$ cat src/rtl/adc_serial_responder.sv
// adc_serial_responder
// Device side of the CS/SCL/SDA serial ADC read link. The block keeps the most
// recent conversion result. On each CS-low frame it drives one start-marker bit
// on SDA and then shifts out the sample, MSB first.
//
// Ports
//   CLK, ASYNC_RST  : system clock; asynchronous active-low reset
//   SCL, CS         : serial clock and active-low chip select from the initiator
//                     (both asynchronous to CLK)
//   SAMPLE_IN/VALID : new conversion result and its one-cycle load strobe
//   SDA_OUT, SDA_OE : serial data value and its drive enable (the tri-state
//                     buffer sits in the wrapper)
//   BUSY            : high while a frame is in progress (any state except IDLE)
//   FRAME_DONE      : one-cycle pulse when the last data bit has completed
//   ABORT           : one-cycle pulse when CS rises before the frame completes
//   TEST_STATE      : current FSM state code, zero-extended to 8 bits
module adc_serial_responder #(
    parameter int unsigned DATA_WIDTH  = 8,
    parameter int unsigned SYNC_STAGES = 2,
    parameter logic        START_VALUE = 1'b1
) (
    input  logic                  CLK,
    input  logic                  ASYNC_RST,
    input  logic                  SCL,
    input  logic                  CS,
    input  logic [DATA_WIDTH-1:0] SAMPLE_IN,
    input  logic                  SAMPLE_VALID,
    output logic                  SDA_OUT,
    output logic                  SDA_OE,
    output logic                  BUSY,
    output logic                  FRAME_DONE,
    output logic                  ABORT,
    output logic [7:0]            TEST_STATE
);

    localparam int unsigned CNT_W  = (DATA_WIDTH > 1) ? $clog2(DATA_WIDTH) : 1;
    localparam int unsigned SYNC_N = (SYNC_STAGES < 2) ? 2 : SYNC_STAGES;
    localparam logic [CNT_W-1:0] LAST_BIT = CNT_W'(DATA_WIDTH - 1);

    typedef enum logic [2:0] {
        ST_IDLE  = 3'd0,
        ST_ARMED = 3'd1,
        ST_START = 3'd2,
        ST_DATA  = 3'd3,
        ST_DONE  = 3'd4
    } state_e;

    // ------------------------------------------------------------------
    // Synchronizers and edge detection (lines idle high)
    // ------------------------------------------------------------------
    logic [SYNC_N-1:0] scl_sync_q, scl_sync_d;
    logic [SYNC_N-1:0] cs_sync_q, cs_sync_d;
    logic              scl_hist_q, scl_hist_d;
    logic              cs_hist_q, cs_hist_d;
    logic              scl_s, cs_s;
    logic              scl_fall_c, cs_fall_c, cs_rise_c;

    assign scl_s = scl_sync_q[SYNC_N-1];
    assign cs_s  = cs_sync_q[SYNC_N-1];

    always_comb begin
        scl_sync_d = {scl_sync_q[SYNC_N-2:0], SCL};
        cs_sync_d  = {cs_sync_q[SYNC_N-2:0], CS};
        scl_hist_d = scl_s;
        cs_hist_d  = cs_s;
    end

    assign scl_fall_c = scl_hist_q & ~scl_s;
    assign cs_fall_c  = cs_hist_q & ~cs_s;
    assign cs_rise_c  = ~cs_hist_q & cs_s;

    always_ff @(posedge CLK or negedge ASYNC_RST) begin
        if (!ASYNC_RST) begin
            scl_sync_q <= '1;
            cs_sync_q  <= '1;
            scl_hist_q <= 1'b1;
            cs_hist_q  <= 1'b1;
        end else begin
            scl_sync_q <= scl_sync_d;
            cs_sync_q  <= cs_sync_d;
            scl_hist_q <= scl_hist_d;
            cs_hist_q  <= cs_hist_d;
        end
    end

    // ------------------------------------------------------------------
    // FSM, data path and registered outputs
    // ------------------------------------------------------------------
    state_e                state_q, state_d;
    logic [DATA_WIDTH-1:0] hold_q, hold_d;
    logic [DATA_WIDTH-1:0] shift_q, shift_d;
    logic [CNT_W-1:0]      cnt_q, cnt_d;
    logic                  sda_out_q, sda_out_d;
    logic                  sda_oe_q, sda_oe_d;
    logic                  busy_q, busy_d;
    logic                  frame_done_q, frame_done_d;
    logic                  abort_q, abort_d;

    // Next state plus outputs; outputs are decoded from the next state so that
    // they change in the same cycle as the state register.
    always_comb begin
        state_d      = state_q;
        hold_d       = SAMPLE_VALID ? SAMPLE_IN : hold_q;
        shift_d      = shift_q;
        cnt_d        = cnt_q;
        frame_done_d = 1'b0;
        abort_d      = 1'b0;
        sda_out_d    = 1'b0;
        sda_oe_d     = 1'b0;
        busy_d       = 1'b0;

        case (state_q)
            ST_IDLE: begin
                if (cs_fall_c) begin
                    state_d = ST_ARMED;
                    // Same-cycle strobe bypasses the holding register
                    shift_d = SAMPLE_VALID ? SAMPLE_IN : hold_q;
                    cnt_d   = '0;
                end
            end
            ST_ARMED: begin
                if (cs_rise_c) begin
                    state_d = ST_IDLE;
                    abort_d = 1'b1;
                end else if (scl_fall_c) begin
                    state_d = ST_START;
                end
            end
            ST_START: begin
                if (cs_rise_c) begin
                    state_d = ST_IDLE;
                    abort_d = 1'b1;
                end else if (scl_fall_c) begin
                    state_d = ST_DATA;
                    cnt_d   = '0;
                end
            end
            ST_DATA: begin
                // CS rise has priority over a coincident SCL fall
                if (cs_rise_c) begin
                    state_d = ST_IDLE;
                    abort_d = 1'b1;
                end else if (scl_fall_c) begin
                    if (cnt_q == LAST_BIT) begin
                        state_d      = ST_DONE;
                        frame_done_d = 1'b1;
                    end else begin
                        shift_d = shift_q << 1;
                        cnt_d   = cnt_q + CNT_W'(1);
                    end
                end
            end
            ST_DONE: begin
                if (cs_rise_c) begin
                    state_d = ST_IDLE;
                end
            end
            default: begin
                state_d = ST_IDLE;
            end
        endcase

        case (state_d)
            ST_ARMED, ST_START: begin
                sda_oe_d  = 1'b1;
                sda_out_d = START_VALUE;
            end
            ST_DATA: begin
                sda_oe_d  = 1'b1;
                sda_out_d = shift_d[DATA_WIDTH-1];
            end
            default: begin
                sda_oe_d  = 1'b0;
                sda_out_d = 1'b0;
            end
        endcase

        busy_d = (state_d != ST_IDLE);
    end

    always_ff @(posedge CLK or negedge ASYNC_RST) begin
        if (!ASYNC_RST) begin
            state_q      <= ST_IDLE;
            hold_q       <= '0;
            shift_q      <= '0;
            cnt_q        <= '0;
            sda_out_q    <= 1'b0;
            sda_oe_q     <= 1'b0;
            busy_q       <= 1'b0;
            frame_done_q <= 1'b0;
            abort_q      <= 1'b0;
        end else begin
            state_q      <= state_d;
            hold_q       <= hold_d;
            shift_q      <= shift_d;
            cnt_q        <= cnt_d;
            sda_out_q    <= sda_out_d;
            sda_oe_q     <= sda_oe_d;
            busy_q       <= busy_d;
            frame_done_q <= frame_done_d;
            abort_q      <= abort_d;
        end
    end

    assign SDA_OUT    = sda_out_q;
    assign SDA_OE     = sda_oe_q;
    assign BUSY       = busy_q;
    assign FRAME_DONE = frame_done_q;
    assign ABORT      = abort_q;
    assign TEST_STATE = 8'(state_q);

endmodule

$ cat config.mk
export PLATFORM = sky130hd
export DESIGN_NAME = adc_serial_responder
export DESIGN_NICKNAME = d
export VERILOG_FILES = /design/src/rtl/adc_serial_responder.sv
export SDC_FILE = /design/constraint.sdc
export NUM_CORES = 1
export LEC_CHECK = 0
export ABC_AREA = 1
export CORE_AREA = 2 2 43 85
export DETAILED_ROUTE_END_ITERATION = 10
export DIE_AREA = 0 0 45 87
export PLACE_DENSITY = 0.72
export SKIP_CTS_REPAIR_TIMING = 1
export SYNTH_ARGS = -nofsm -noshare
export SYNTH_HDL_FRONTEND = slang
export SYNTH_SLANG_ARGS = --single-unit
$ cat constraint.sdc
create_clock -name CLK -period 1.35 [get_ports CLK]
set_input_delay 0.27 -clock CLK [delete_from_list [all_inputs] [get_ports CLK]]
set_output_delay 0.27 -clock CLK [all_outputs]
set_load 0.03 [all_outputs]
==> results of run 1 <==
==> through the flow <==
| step | TNS (ns) | util, % | hold slack, ns | cell area, um2 |
|---|---|---|---|---|
| 2_1_floorplan | 0 | - | -0.0256 | 1480 |
| 3_3_place_gp | -1.04 | 54.1 | 0.347 | 1790 |
| 3_5_place_dp | -1.33 | 54.1 | 0.347 | 1790 |
| 4_1_cts | -2.09 | 56.9 | 0.357 | 1880 |
| 5_1_grt | -1.31 | 61.0 | 0.363 | 2020 |
| 6_report | -0.419 | 61.0 | 0.351 | 2020 |
==> Yosys cell counts (all sizes together) <==
master	instances	area share, %
a21oi	4	1.6
a22oi	4	2.1
buf	6	2.9
conb	1	0.26
dfrtp	27	47
dfstp	6	11
ha	2	1.7
inv	20	5.2
nand2	59	16
nand3	8	2.8
nand4	2	0.86
nor2	12	4.0
nor3	1	0.35
o211ai	2	1.0
o21ai	6	2.3
or2	2	0.86
==> metal layers <==
| metal | share of wire, % | global-route usage, % | up-vias |
|---|---|---|---|
| met1 | 42 | 18.5 | 542 |
| met5 | 0 | 0 | - |
| met3 | 5.8 | 6.22 | 7 |
| met2 | 50 | 25.8 | 27 |
| met4 | 2.0 | 5.88 | 0 |
| li1 | - | - | 581 |
==> logic make-up after synthesis <==
kind of cell	after synthesis	synth area share, %
AO/OA/AOI/OAI	16	7.09
other	1	0.259
buffers and inverters	26	8.13
flip-flops	33	57.6
AND/OR/NAND/NOR	84	25.2
adder cells (fa/ha/maj)	2	1.73
==> layout make-up <==
class                   instances  area (um2)  area share, %
inverters                      20        77.6           3.85
clock buffers                   8        90.1           4.47
well taps                      32        40.0           1.99
repair buffers                 36         350           17.4
multi-input cells             107         621           30.8
flip-flops and latches         33         837           41.5
==> worst reg2reg max path: stages, from the launching register on <==
cell and delay (ns):
dfrtp_1 0.38, ha_2 0.20, ha_4 0.17, nand3_1 0.11
nand3_2 0.11, nand2_2 0.12, inv_1 0.05, a21oi_1 0.12
nand2_1 0.06
==> registers in the layout, indices dropped and copies added, names as in the netlist <==
name / count
SDA_OE: 1
ABORT: 1
cs_hist_q: 1
cs_sync_q: 2
scl_hist_q: 1
scl_sync_q: 2
cnt_q: 3
FRAME_DONE: 1
BUSY: 1
shift_q: 8
state_q: 3
hold_q: 8
SDA_OUT: 1
==> worst paths after layout <==
path	to	start
max	SDA_OUT$_DFF_PN0_	cnt_q[1]$_DFFE_PN0P_
min	hold_q[2]$_DFF_PN0_	ASYNC_RST
max reg2reg	SDA_OUT$_DFF_PN0_	cnt_q[1]$_DFFE_PN0P_
min reg2reg	cs_sync_q[1]$_DFF_PN1_	cs_sync_q[0]$_DFF_PN1_
max in group asynchronous	scl_hist_q$_DFF_PN1_	ASYNC_RST
min in group CLK	cs_sync_q[1]$_DFF_PN1_	cs_sync_q[0]$_DFF_PN1_
==> where the power goes <==
part | total, mW | internal, mW | switching (mW)
clock | 0.733 | 0.415 | 0.318
sequential | 1.15 | 1.09 | 0.0544
combinational | 0.394 | 0.165 | 0.229
==> impl_metrics.py, run 1 <==
metrics = {
    "setup_path": {
        "required_ns": 1.53,
        "cp.arrival_ns": 1.59,
        "critical_path.cell_chain": "ha_2, ha_4, nand3_1, nand3_2, nand2_2, inv_1, a21oi_1, nand2_1",
        "critical_path_buf_inv_count": 1,
        "startpoint_type": "flip-flop",
        "cpLargestDelayFamily": "simple AND/OR/NAND/NOR gates",
        "critPathSlowestCell": "dfrtp_1",
        "crit_path_end_kind": "flip-flop",
        "r2r_setup_slack_ns": -0.07,
        "crit_cells": 8,
        "max_stage_delay_ns": 0.38,
        "path_max_fanout": 3,
        "path_class": "reg -> reg",
        "r2r_cells": 8,
    },
    "route": {
        "final_antenna_net_count": 0,
        "wl_mm": 2.78,
        "drc": 0,
        "via_per_inst": 4.90,
        "first_pass_iters": 3,
        "drt-initial-drc-count": 15,
        "vias": 1157,
        "wire_per_inst_um": 11.8,
    },
    "cells_and_area": {
        "insertedDiodeCount": 0,
        "area_growth_pct": 39.4,
        "layout.cells.non_filler": 236,
        "final_common_cell": "nand2_1",
        "fill_cells": 291,
        "nNetsFinal": 218,
        "drive_above_1_share_pct": 32.4,
        "final_cell_mix": "nand2_1, dfrtp_1, inv_1, buf_4, clkdlybuf4s50_1",
    },
    "sta": {
        "final.setup.worst_slack_ns": -0.0666,
        "rsz0062_at_grt": "yes",
        "fin_crit_sh_pct": 105,
        "maxSlewViolCount": 0,
        "setup_violations": 10,
        "clock.fmax_mhz": 706,
        "hold_viol": 0,
        "skew_ns": 0.00579,
        "min_period_ns": 1.42,
    },
    "grt": {
        "overflow": 0,
        "grt_pass1_vias": 1132,
        "grt_max_degree": 34,
        "grt_pass1_wl_mm": 4.61,
        "antenna_found_initial": 0,
        "grt_util_all_layers_pct": 15.9,
    },
    "power": {
        "peakVddDrop_mv": 0.867,
        "p_per_area_nw_per_um2": 1130,
        "p_leak_nw": 1.07,
        "finalPower_mw": 2.27,
    },
    "clock_network": {
        "cts.clk_slew.worst_paths_ns": 0.06,
        "clock_sinks": 33,
        "clk_latency_ns": 0.28,
        "cts_tree": "built",
        "clockBufferDepth": 2,
        "htreeDepth": 2,
        "cts_buffers": 5,
        "cts_root_buffer": "clkbuf_8",
    },
    "flow_run": {
        "drv_cap": 0,
    },
    "floorplanning": {
        "die_x_um": 45,
        "die_h_um": 87,
        "core_area_um2": 3300,
        "rows": 30,
        "initial_core_util_pct": 43.8,
        "pin_count": 26,
        "die_area_um2": 3920,
    },
    "yosys": {
        "synth_area_um2": 1450,
        "synth_area_per_cell_um2": 8.93,
        "ys_warn_count": 0,
        "syn_inst": 162,
        "ys_types": 24,
        "synth.yosys.seq_area_share_pct": 57.6,
        "synth-seq-cells": 33,
    },
    "run_status": {
        "status": "finished, violations left",
        "violations": "negative setup slack",
    },
    "placement": {
        "dp_hpwl_mm": 2.00,
        "place_congestion": 0.756,
        "dp.cells": 226,
        "io_buffer_count": 20,
        "post-place-ws_ns": -0.141,
    },
    "min_path": {
        "hp-class": "in -> async",
    },
}
Note: power is estimated with default switching activity, not from simulation.
==> run 2, diff against run 1 <==
SKIP_LAST_GASP = 1   (was default)
==> run 2 against run 1 <==
  * Clock-buffer cell count is the same
  * Routed wire length down 0.25%
  * Worst setup slack about the same
  * Worst hold slack about the same
  * Global-route usage unchanged
  * Critical endpoint unchanged
  * Fmax is essentially flat
  * Combinational power is essentially flat
  * Power is essentially flat
  * The flow still finishes with violations (negative setup slack)
  * Critical path depth is the same
  * Non-clock buffer count unchanged
==> impl_metrics.py, run 2 (synthesis gave the netlist of run 1 again) <==
metrics = {
    "flow_run": {
        "drv_cap": 0,
    },
    "power": {
        "p_leak_nw": 1.07,
        "peakVddDrop_mv": 0.867,
        "p_per_area_nw_per_um2": 1130,
    },
    "sta": {
        "rsz0062_at_grt": "yes",
        "min_period_ns": 1.42,
        "hold_viol": 0,
        "maxSlewViolCount": 0,
        "final.setup.worst_slack_ns": -0.0670,
        "setup_violations": 10,
        "clock.fmax_mhz": 706,
        "skew_ns": 0.00579,
        "fin_crit_sh_pct": 105,
        "timing.hold.ws_ns": 0.351,
    },
    "floorplanning": {
        "initial_core_util_pct": 43.8,
        "core_area_um2": 3300,
        "die_x_um": 45,
        "pin_count": 26,
        "rows": 30,
        "die_h_um": 87,
        "die_area_um2": 3920,
    },
    "run_status": {
        "violations": "negative setup slack",
        "status": "finished, violations left",
    },
    "clock_network": {
        "cts_tree": "built",
        "cts_root_buffer": "clkbuf_8",
        "clockBufferDepth": 2,
        "clk_latency_ns": 0.28,
        "clock_sinks": 33,
        "cts.clk_slew.worst_paths_ns": 0.06,
        "cts_buffers": 5,
        "htreeDepth": 2,
    },
    "route": {
        "via_per_inst": 4.89,
        "first_pass_iters": 3,
        "wl_mm": 2.77,
        "final_antenna_net_count": 0,
        "drt-initial-drc-count": 17,
        "wire_per_inst_um": 11.7,
        "vias": 1155,
        "drc": 0,
    },
    "cells_and_area": {
        "layout.cells.non_filler": 236,
        "final_common_cell": "nand2_1",
        "final_area_um2": 2010,
        "insertedDiodeCount": 0,
        "final_cell_mix": "nand2_1, dfrtp_1, inv_1, buf_4, clkdlybuf4s50_1",
        "top_regs": "hold_q x8, shift_q x8",
        "nNetsFinal": 218,
        "drive_above_1_share_pct": 32.4,
        "fill_cells": 290,
        "area_growth_pct": 39.0,
    },
    "placement": {
        "dp_hpwl_mm": 2.00,
        "io_buffer_count": 20,
        "post-place-ws_ns": -0.141,
        "dp.cells": 226,
        "place_area_um2": 1790,
        "place_congestion": 0.756,
    },
    "grt": {
        "grt_pass1_wl_mm": 4.61,
        "grt_pass1_vias": 1132,
        "grt_util_all_layers_pct": 15.9,
        "grt_max_degree": 34,
        "antenna_found_initial": 0,
        "overflow": 0,
    },
    "setup_path": {
        "path_class": "reg -> reg",
        "path_max_fanout": 3,
        "r2r_setup_slack_ns": -0.07,
        "startpoint_type": "flip-flop",
        "crit_path_end_kind": "flip-flop",
        "r2r_end": "SDA_OUT$_DFF_PN0_",
        "timing.rr.start": "cnt_q[1]$_DFFE_PN0P_",
        "r2r_cells": 8,
        "required_ns": 1.53,
        "cp.arrival_ns": 1.59,
    },
    "min_path": {
        "hp-class": "in -> async",
    },
}
[run 2: cell counts in the layout (fill, tap and decap cells not counted)]
No cell type changed its count.
[run 2: power by group]
group | total, mW | switching [mW] | leakage, nW | internal, mW
Clock | 0.733 | 0.318 | 0.0455 | 0.415
Sequential | 1.15 | 0.0539 | 0.407 | 1.09
Combinational | 0.392 | 0.228 | 0.616 | 0.164
Total | 2.27 | 0.600 | 1.07 | 1.67
[run 2: per-layer routing]
| layer | GRT usage, % | vias up | share of wire [%] |
|---|---|---|---|
| li1 | - | 581 | - |
| met1 | 18.5 | 540 | 42 |
| met2 | 25.8 | 27 | 50 |
| met3 | 6.22 | 7 | 5.8 |
| met4 | 5.88 | 0 | 2.0 |
| met5 | 0 | - | 0 |
[run 2: layout make-up]
| cell class | count | area (um2) | share of cell area [%] |
|---|---|---|---|
| inverters | 20 | 77.6 | 3.86 |
| flip-flops and latches | 33 | 837 | 41.6 |
| well taps | 32 | 40.0 | 1.99 |
| multi-input cells | 107 | 616 | 30.6 |
| repair buffers | 36 | 350 | 17.4 |
| clock buffers | 8 | 90.1 | 4.48 |
[run 2: through the flow]
stage	setup TNS [ns]	utilization (%)	power, mW
floorplan	0	-	1.38
global placement	-1.04	54.1	1.52
detailed placement	-1.33	54.1	1.53
CTS	-2.09	56.9	2.27
global route	-1.31	60.9	2.39
finish	-0.419	60.9	2.27
[run 2: worst max-delay path: stages (launching register included)]
cell and delay, ns:
dfrtp_1 0.38, ha_2 0.20, ha_4 0.17, nand3_1 0.11
nand3_2 0.11, nand2_2 0.12, inv_1 0.05, a21oi_1 0.12
nand2_1 0.06
[run 2: how the worst max path moves through the flow]
stage / end / slack (ns) / start / depth (start not counted)
global route: shift_q[6]$_DFFE_PN0P_ / -0.16 / cnt_q[1]$_DFFE_PN0P_ / 8
detailed placement: shift_q[1]$_DFFE_PN0P_ / -0.14 / SAMPLE_VALID / 5
floorplan: SDA_OUT$_DFF_PN0_ / 0.02 / state_q[0]$_DFF_PN0_ / 10
global placement: shift_q[6]$_DFFE_PN0P_ / -0.13 / SAMPLE_VALID / 5
finish: SDA_OUT$_DFF_PN0_ / -0.07 / cnt_q[1]$_DFFE_PN0P_ / 8
CTS: TEST_STATE[2] / -0.33 / state_q[2]$_DFF_PN0_ / 1
